[config.mk]
export PLATFORM = sky130hd
export DESIGN_NAME = rr_arbiter8
export DESIGN_NICKNAME = d
export VERILOG_FILES = /design/src/rtl/rr_arbiter8.sv
export SDC_FILE = /design/constraint.sdc
export NUM_CORES = 1
export LEC_CHECK = 0
export ABC_AREA = 0
export CAP_MARGIN = 0
export CORE_UTILIZATION = 35
export DETAILED_ROUTE_END_ITERATION = 7
export GPL_TIMING_DRIVEN = 0
export PLACE_DENSITY = 0.68
export SYNTH_ARGS = -nofsm -noshare
export SYNTH_HDL_FRONTEND = slang
export SYNTH_SLANG_ARGS = --single-unit
export TNS_END_PERCENT = 50
[constraint.sdc]
create_clock -name i_clk -period 3.1 [get_ports i_clk]
set_input_delay 0.93 -clock i_clk [delete_from_list [all_inputs] [get_ports i_clk]]
set_output_delay 0.93 -clock i_clk [all_outputs]
set_load 0.03 [all_outputs]
[src/rtl/rr_arbiter8.sv]
// ---------------------------------------------------------------------------
// rr_arbiter8
//
// Eight-requester round-robin arbiter for one shared resource. It issues a
// registered one-hot grant together with the 3-bit binary index of the owner,
// so the index can steer the shared 8-to-3 select path with no extra encoder.
// Ownership is sequenced IDLE -> OWN -> GAP, which puts exactly one dead cycle
// (grant all zero) between any two owners, including a requester that is
// granted twice in a row.
//
// Optional feature (compile-time macro): HOLD_TIMEOUT_EN
//   Defined     : an owner that keeps its request high for MAX_HOLD cycles
//                 is revoked, and o_timeout pulses for the GAP cycle.
//   Not defined : ownership is unlimited, no hold counter exists and
//                 o_timeout is tied low.
//
// Parameters
//   N_REQ    : number of requesters (fixed at 8, the index is 3 bits wide)
//   MAX_HOLD : hold limit in cycles, 1..255 (used only with HOLD_TIMEOUT_EN)
//
// Ports
//   i_clk         : system clock, all logic on the rising edge
//   i_reset       : synchronous, active-high reset
//   i_req         : level-sensitive request vector, bit i = requester i
//   o_grant       : registered one-hot grant, zero when there is no owner
//   o_grant_idx   : binary index of the granted bit, 0 when there is no owner
//   o_grant_valid : high whenever o_grant is non-zero
//   o_timeout     : one-cycle pulse when an owner is revoked by the hold limit
// ---------------------------------------------------------------------------
module rr_arbiter8 #(
  parameter int N_REQ    = 8,
  parameter int MAX_HOLD = 16
) (
  input  logic             i_clk,
  input  logic             i_reset,
  input  logic [N_REQ-1:0] i_req,
  output logic [N_REQ-1:0] o_grant,
  output logic [2:0]       o_grant_idx,
  output logic             o_grant_valid,
  output logic             o_timeout
);

  localparam logic [7:0] L_MAX_HOLD = 8'(MAX_HOLD);

  typedef enum logic [1:0] {
    IDLE = 2'd0,
    OWN  = 2'd1,
    GAP  = 2'd2
  } state_t;

  state_t           r_state;
  state_t           w_state_next;
  logic [2:0]       r_ptr;
  logic [2:0]       w_ptr_next;
  logic [N_REQ-1:0] r_grant;
  logic [N_REQ-1:0] w_grant_next;
  logic [2:0]       r_grant_idx;
  logic [2:0]       w_grant_idx_next;

  logic             w_any_req;
  logic [2:0]       w_win_idx;
  logic [N_REQ-1:0] w_win_onehot;
  logic             w_owner_req;
  logic             w_hold_expired;

  assign w_any_req   = |i_req;
  assign w_owner_req = i_req[r_grant_idx];

  // Rotating priority search. Candidates are ptr+1 .. ptr+8 (mod 8); walking
  // from the farthest back to the nearest lets the nearest set bit win, so
  // ptr+1 is highest priority and the previous owner (ptr+8 == ptr) lowest.
  // The 3-bit add wraps 7 -> 0 on its own.
  always_comb begin
    w_win_idx = r_ptr;
    for (int k = N_REQ; k >= 1; k--) begin
      if (i_req[3'(r_ptr + 3'(k))]) begin
        w_win_idx = 3'(r_ptr + 3'(k));
      end
    end
  end

  always_comb begin
    w_win_onehot            = '0;
    w_win_onehot[w_win_idx] = 1'b1;
  end

`ifdef HOLD_TIMEOUT_EN
  logic [7:0] r_hold_cnt;
  logic       r_timeout;

  // The counter reads 0 during the first OWN cycle and advances once per
  // further OWN cycle, so "count + 1" is the number of cycles already owned
  // at the closing edge. Revoking when that reaches MAX_HOLD gives the owner
  // exactly MAX_HOLD cycles of grant.
  assign w_hold_expired = (r_state == OWN) && ((r_hold_cnt + 8'd1) == L_MAX_HOLD);

  // Cleared whenever the arbiter is not continuing an ownership, which also
  // makes it zero on every entry into OWN.
  always_ff @(posedge i_clk) begin
    if (i_reset) begin
      r_hold_cnt <= 8'd0;
    end else if ((r_state == OWN) && (w_state_next == OWN)) begin
      r_hold_cnt <= r_hold_cnt + 8'd1;
    end else begin
      r_hold_cnt <= 8'd0;
    end
  end

  // The pulse is raised only for a genuine revocation: if the owner drops
  // its request on the same edge the limit is reached, it is a normal release.
  always_ff @(posedge i_clk) begin
    if (i_reset) begin
      r_timeout <= 1'b0;
    end else begin
      r_timeout <= w_hold_expired && w_owner_req;
    end
  end

  assign o_timeout = r_timeout;
`else
  logic w_unused_max_hold;

  // Without the hold limit the parameter has no function; it is folded into
  // a deliberately unused net so the configuration stays visible.
  assign w_unused_max_hold = ^L_MAX_HOLD;
  assign w_hold_expired    = 1'b0;
  assign o_timeout         = 1'b0;
`endif

  // Next-state and next-output logic. Grant and index are computed here and
  // registered below, so the outputs change only on clock edges.
  always_comb begin
    w_state_next     = r_state;
    w_ptr_next       = r_ptr;
    w_grant_next     = r_grant;
    w_grant_idx_next = r_grant_idx;

    case (r_state)
      // GAP shares the IDLE arbitration, so a waiting requester is granted
      // straight out of the single dead cycle.
      IDLE, GAP: begin
        if (w_any_req) begin
          w_state_next     = OWN;
          w_grant_next     = w_win_onehot;
          w_grant_idx_next = w_win_idx;
        end else begin
          w_state_next     = IDLE;
          w_grant_next     = '0;
          w_grant_idx_next = 3'd0;
        end
      end

      // No preemption: other requests are ignored until the owner releases
      // or is revoked. The owner becomes the new pointer, making it the
      // lowest-priority candidate in the next arbitration.
      OWN: begin
        if (!w_owner_req || w_hold_expired) begin
          w_state_next     = GAP;
          w_ptr_next       = r_grant_idx;
          w_grant_next     = '0;
          w_grant_idx_next = 3'd0;
        end
      end

      default: begin
        w_state_next     = IDLE;
        w_grant_next     = '0;
        w_grant_idx_next = 3'd0;
      end
    endcase
  end

  // Pointer resets to 7 so that requester 0 is first in line after reset.
  always_ff @(posedge i_clk) begin
    if (i_reset) begin
      r_state     <= IDLE;
      r_ptr       <= 3'd7;
      r_grant     <= '0;
      r_grant_idx <= 3'd0;
    end else begin
      r_state     <= w_state_next;
      r_ptr       <= w_ptr_next;
      r_grant     <= w_grant_next;
      r_grant_idx <= w_grant_idx_next;
    end
  end

  assign o_grant       = r_grant;
  assign o_grant_idx   = r_grant_idx;
  assign o_grant_valid = |r_grant;

endmodule

==> results.toml <==
[die]
start_util_pct = 37.0
core-area_mm2 = 0.00406
die_h_um = 67.5
fp.dieW_um = 67.5
dieArea_mm2 = 0.00456
rows = 23
ios = 23

[placed_design]
place_congestion = 0.863
port_buffers = 20
hpwl_um = 2740
preCtsSetupSlack_ps = -398

[sta]
tns_ps = 0
period_share_pct = 96.1
worstMarginPinSlew_ps = 548
skew_ps = 4.13
setup_ws_ps = 122
fin_crit_ps = 2980
setup_viol = 0
fmax_ghz = 0.336
hold_ws_ps = 468
timing.slew.headroom_pct = 63.3
hold_viol_final = 0
maxSlewViolCount = 0

[critical_path]
criticalPathCategory = "register to register"
start_kind = "register"
ff2ff_path_depth = 13
cpPeakStageDelay_ps = 410
endpoint_kind = "register"
rrSetupSlack_ps = 120
r2r_start = "r_ptr[1]"
cpMaxStageDelayCell = "mux4_2"
cp_cell_sequence = "buf_6, buf_6, inv_2, ha_1, buf_4, mux4_2, mux2_2, a311oi_1, a21oi_1, a211oi_2, buf_4, nand2b_1, o21ai_1"
crit_required_ps = 3230
crit_arrival_ps = 3110
r2r_end = "o_grant[1]"
crit_fanout = 10

[global_routing]
grt-busiest-layer = "met2"
grtUsageTotal_pct = 17.9
antenna_found_initial = 0
grt_pass1_vias = 1275
grtUsageMet3_pct = 3.55
grt_pass1_wl_um = 6190
grt_use_met1_pct = 24.4
use_met2_pct = 30.0
grt-ovfl-total = 0
grt_max_degree = 11

[route]
final_antenna_net_count = 0
drc = 0
drt-initial-drc-count = 36
num_vias = 1414
routed_wl_um = 3710
avgViaCountPerCell = 5.52
drt_pre_antenna_iters = 4
avgRoutedWirePerCell_um = 14.5

[clock_tree]
cts.sinks = 16
clk_pin_slew_worst_paths_ps = 60
clock_latency_ps = 250
clock_tree.buffer_depth = 2
cts_made_buffers = 3
cts_tree = "done"
cts-htree-levels = 1
cts_root_buf = "clkbuf_8"
hold_buffers = 0

[synthesis]
post-synth-top-area-fraction_pct = 21.3
yosys-top-cells-area = "dfxtp_1, mux4_2, mux2i_1"
synth_ff_type = "dfxtp_1"
synth_cells = 176
synthArstFlopShare_pct = 0
ys_top_cells_by_count = "nand2_1, dfxtp_1, nor2_1, mux4_2"
syn_area_mm2 = 0.00150
syn_nets = 188
synth_edf_count = 0
yosysUniqueCellTypes = 46
synth_seq_area_share_pct = 21.3
syn_avg_cell_area_um2 = 8.53
synth_seq_cells = 16
yosysTopAreaCell = "dfxtp_1"
yosys_warnings = 0
yosysMostFrequentCell = "nand2_1"

[cells_and_area]
area_growth_pct = 25.8
drive_gt1_share_pct = 22.3
fin_util_pct = 46.6
diodes = 0
fillers = 404
nets = 219

[hold_path]
worstHoldStart = "o_grant[6]"
holdPathEnd = "o_grant[6]"
min_path_type = "register to register"
holdPathStages = 2

[run]
cap_violations = 0

[pwr]
cellLeakagePower_nw = 0.701
power_density_mw_per_mm2 = 1090
ir_drop_mv = 0.609

[status]
outcome = "finished, final reports clean"
-- state kept, by name (all words and copies together), names as in the netlist --
signal / count
o_grant: 8
o_grant_idx: 3
r_ptr: 3
r_state: 2
-- routing by layer --
layer,wire length (µm),part of all wire (%)
met3,163,4.4
met4,8,0.22
met1,1730,47
met5,0,0
met2,1810,49
-- power by group --
| group | internal [mW] | switching [mW] |
|---|---|---|
| clock network | 0.113 | 0.0710 |
| registers | 0.280 | 0.0614 |
| logic | 0.680 | 0.856 |
-- worst max-delay path: cells and delay by family, from the launching register on --
family / cells / cell delay [ps]
multiplexers: 2 / 740
adder cells (fa/ha/maj): 1 / 280
AO/OA/AOI/OAI: 4 / 630
AND/OR/NAND/NOR: 1 / 130
flip-flops: 1 / 360
buffers and inverters: 5 / 710
-- layout by cell type (no fill, tap or decap), drive strengths merged, types with 2 or more instances in the layout --
master         instances
a221oi                 2
and2                   2
nand3                  5
ha                     2
xor2                   2
mux2                   5
buf                   14
nor3                   4
or2                    4
mux4                  12
nand2b                 7
nor2b                  2
inv                    6
dfxtp                 16
mux2i                  8
o21ai                 14
o2111ai                2
clkdlybuf4s50         12
nand2                 20
dlygate4sd2            8
a22oi                  2
a211o                  3
clkbuf                 6
a211oi                 3
a21oi                 10
o22ai                  2
xnor2                  2
nor4                   4
nor2                  15
-- layout make-up --
cell class	count	area [µm²]	share of cell area [%]
Timing Repair Buffer	26	235	12.5
Inverter	7	30.0	1.59
Multi-Input combinational cell	143	1110	58.6
Tap cell	50	62.6	3.31
Sequential cell	16	322	17.0
Clock buffer	4	55.1	2.91
Buffer	10	77.6	4.11
-- through the flow --
step                      instance area, µm²  cells  power [mW]
after global routing                    1890    256        2.24
after CTS                               1830    251        2.02
final                                   1890    256        2.06
after floorplan                         1500    176        1.41
after detailed placement                1760    246        1.78
after global placement                  1760    246        1.78
-- cells by family after synthesis --
family,after synthesis,synth area share (%)
buf+inv,17,5.92
compound gates,46,20.7
mux,25,27.1
xor+xnor,4,2.33
fa+ha+maj,2,1.67
flops,16,21.3
other cells,1,0.250
simple gates,65,20.7
-- how the worst max path moves through the flow --
stage	endpoint	from
2_1_floorplan	o_grant[1]	r_ptr[0]
3_3_place_gp	o_grant[1]	i_req[6]
3_5_place_dp	o_grant[1]	i_req[6]
4_1_cts	o_grant[1]	r_ptr[0]
5_1_grt	o_grant[5]	r_ptr[1]
6_report	o_grant[1]	r_ptr[1]
-- timing repair --
item | 4_1_cts | 5_1_grt
setup buffers | 1 | 5
pin swaps | 1 | 1
setup endpoints to repair | 11 | 11
gates resized for setup | 13 | 6
Note: power is estimated with default switching activity, not from simulation.
==> edit, RTL diff (config.mk and constraints unchanged) <==
Encoding of `state_t`: now one-hot (3 bits for 3 states).
--- a/src/rtl/rr_arbiter8.sv
+++ b/src/rtl/rr_arbiter8.sv
@@ -44,6 +44,6 @@
 
-  typedef enum logic [1:0] {
-    IDLE = 2'd0,
-    OWN  = 2'd1,
-    GAP  = 2'd2
+  typedef enum logic [2:0] {
+    IDLE = 3'b001,
+    OWN  = 3'b010,
+    GAP  = 3'b100
   } state_t;
Function: no difference found for any inputs over 10 cycles, from zero or initial values and one cycle with i_reset high; not proved beyond that.
==> edit against the original RTL <==
- wire length decreased by 11%
- worst hold slack improved by 0.0084 ns
- setup slack got worse by 0.024 ns
- final cell count decreased by 15%
- final area decreased by 6.2%
- area after synthesis decreased by 5.8%
- sequential cell count increased by 1
- non-clock buffer count decreased by 3
Power is not compared: it rests on default switching activity, and its combinational part moved more than twofold at a synthesized area within 25%.
==> edit: results <==
[outcome]
status = complete, no violations

[cells_and_area]
nets = 183
n_fill_cell = 350
drive_gt1_frac = 0.294

[placement]
gp_congestion = 0.837
portBuffers = 21
dp.final_hpwl_um = 2470
pre_cts_ws_ns = -0.581

[sta]
fin_crit_sh = 0.968
finClkSkew_ns = 0.000931
worst_pin_slew_ns = 0.786

[detailed_routing]
wl_met1_um = 1450
post_drt_wl_per_cell_um = 15.2
drt-initial-drc-count = 51
wl_met2_um = 1700
vias = 1235
routed-wl-met3_um = 135

[yosys]
synthTopCellsByArea = dfxtp_1 (24%), mux4_1 (11%), mux4_2 (9.6%)
syn_nets = 153
post_synth_num_cell_types = 51
seq_area_frac_synth = 0.241
ys_top_cells_by_count = nand2_1 (18), dfxtp_1 (17), nor2_1 (12)

[setup_path]
rrSetupSlack_ns = 0.1
timing.rr.end = o_grant[6]

[clocking]
htreeDepth = 1

[grt]
grt_util_all_layers = 0.165
grt_pass1_wl_um = 5530
edit: cell count changes after synthesis, moves of 5 or more:
cell      unedited run  this run
o21ai_1             10         0
o31ai_1              1         9
mux2i_1              8         2
mux4_1               0         6
mux4_2              12         6
nand2b_1             7         2
nand3_1              5         0
edit: critical path, cell delays in order (launching register included):
cell      delay, ns
dfxtp_4        0.39
buf_8          0.15
inv_1          0.06
ha_1           0.30
buf_6          0.14
mux4_2         0.36
mux2_4         0.32
a211oi_4       0.26
o21ai_2        0.10
xnor2_2        0.16
or3b_4         0.46
o31ai_4        0.23
edit: area by class of cell:
| type | instances | area share |
|---|---|---|
| Buffer | 8 | 0.0402 |
| Timing Repair Buffer | 25 | 0.113 |
| Sequential cell | 17 | 0.194 |
| Multi-Input combinational cell | 112 | 0.585 |
| Inverter | 4 | 0.00847 |
| Clock buffer | 4 | 0.0254 |
| Tap cell | 48 | 0.0339 |
edit: metal layers:
layer / vias up / GRT usage
li1: 600 / -
met1: 607 / 0.214
met2: 26 / 0.284
met3: 2 / 0.0313
met4: 0 / 0.0326
met5: - / 0
edit: where the power goes:
group          leakage (nW)  switching [mW]  internal, mW
combinational         0.502           0.412         0.325
clock                0.0228          0.0744        0.0913
sequential            0.139          0.0340         0.254
edit: cells by family after synthesis:
logic type,synth area share
xor gates and xnor gates,0.0425
and+or+nand+nor,0.163
buffers and inverters,0.0557
adders and majority gates,0.0177
AOI/OAI and AO/OA,0.201
other,0.00265
DFF,0.241
muxes,0.277
edit: worst min path at each step:
stage,from,cells after the start,end,slack [ns]
detailed placement,o_grant[5],2,o_grant[5],0.47
floorplan,r_state[1],2,r_state[0],0.59
finish,o_grant[5],2,o_grant[5],0.48
CTS,o_grant[5],2,o_grant[5],0.47
global route,o_grant[2],2,o_grant[2],0.50
global placement,o_grant[6],2,o_grant[6],0.47
edit: timing repair:
| item | CTS | global route |
|---|---|---|
| endpoints found under the setup margin | 8 | 8 |
| setup buffers | 1 | 3 |
| cloned | 0 | 0 |
| pin swaps | 1 | 4 |
| gates resized for setup | 15 | 30 |
edit: per-stage QoR:
step | std cells | cell area, um2
floorplan | 141 | 1410
global placement | 210 | 1680
detailed placement | 210 | 1690
CTS | 215 | 1720
global route | 218 | 1770
finish | 218 | 1770
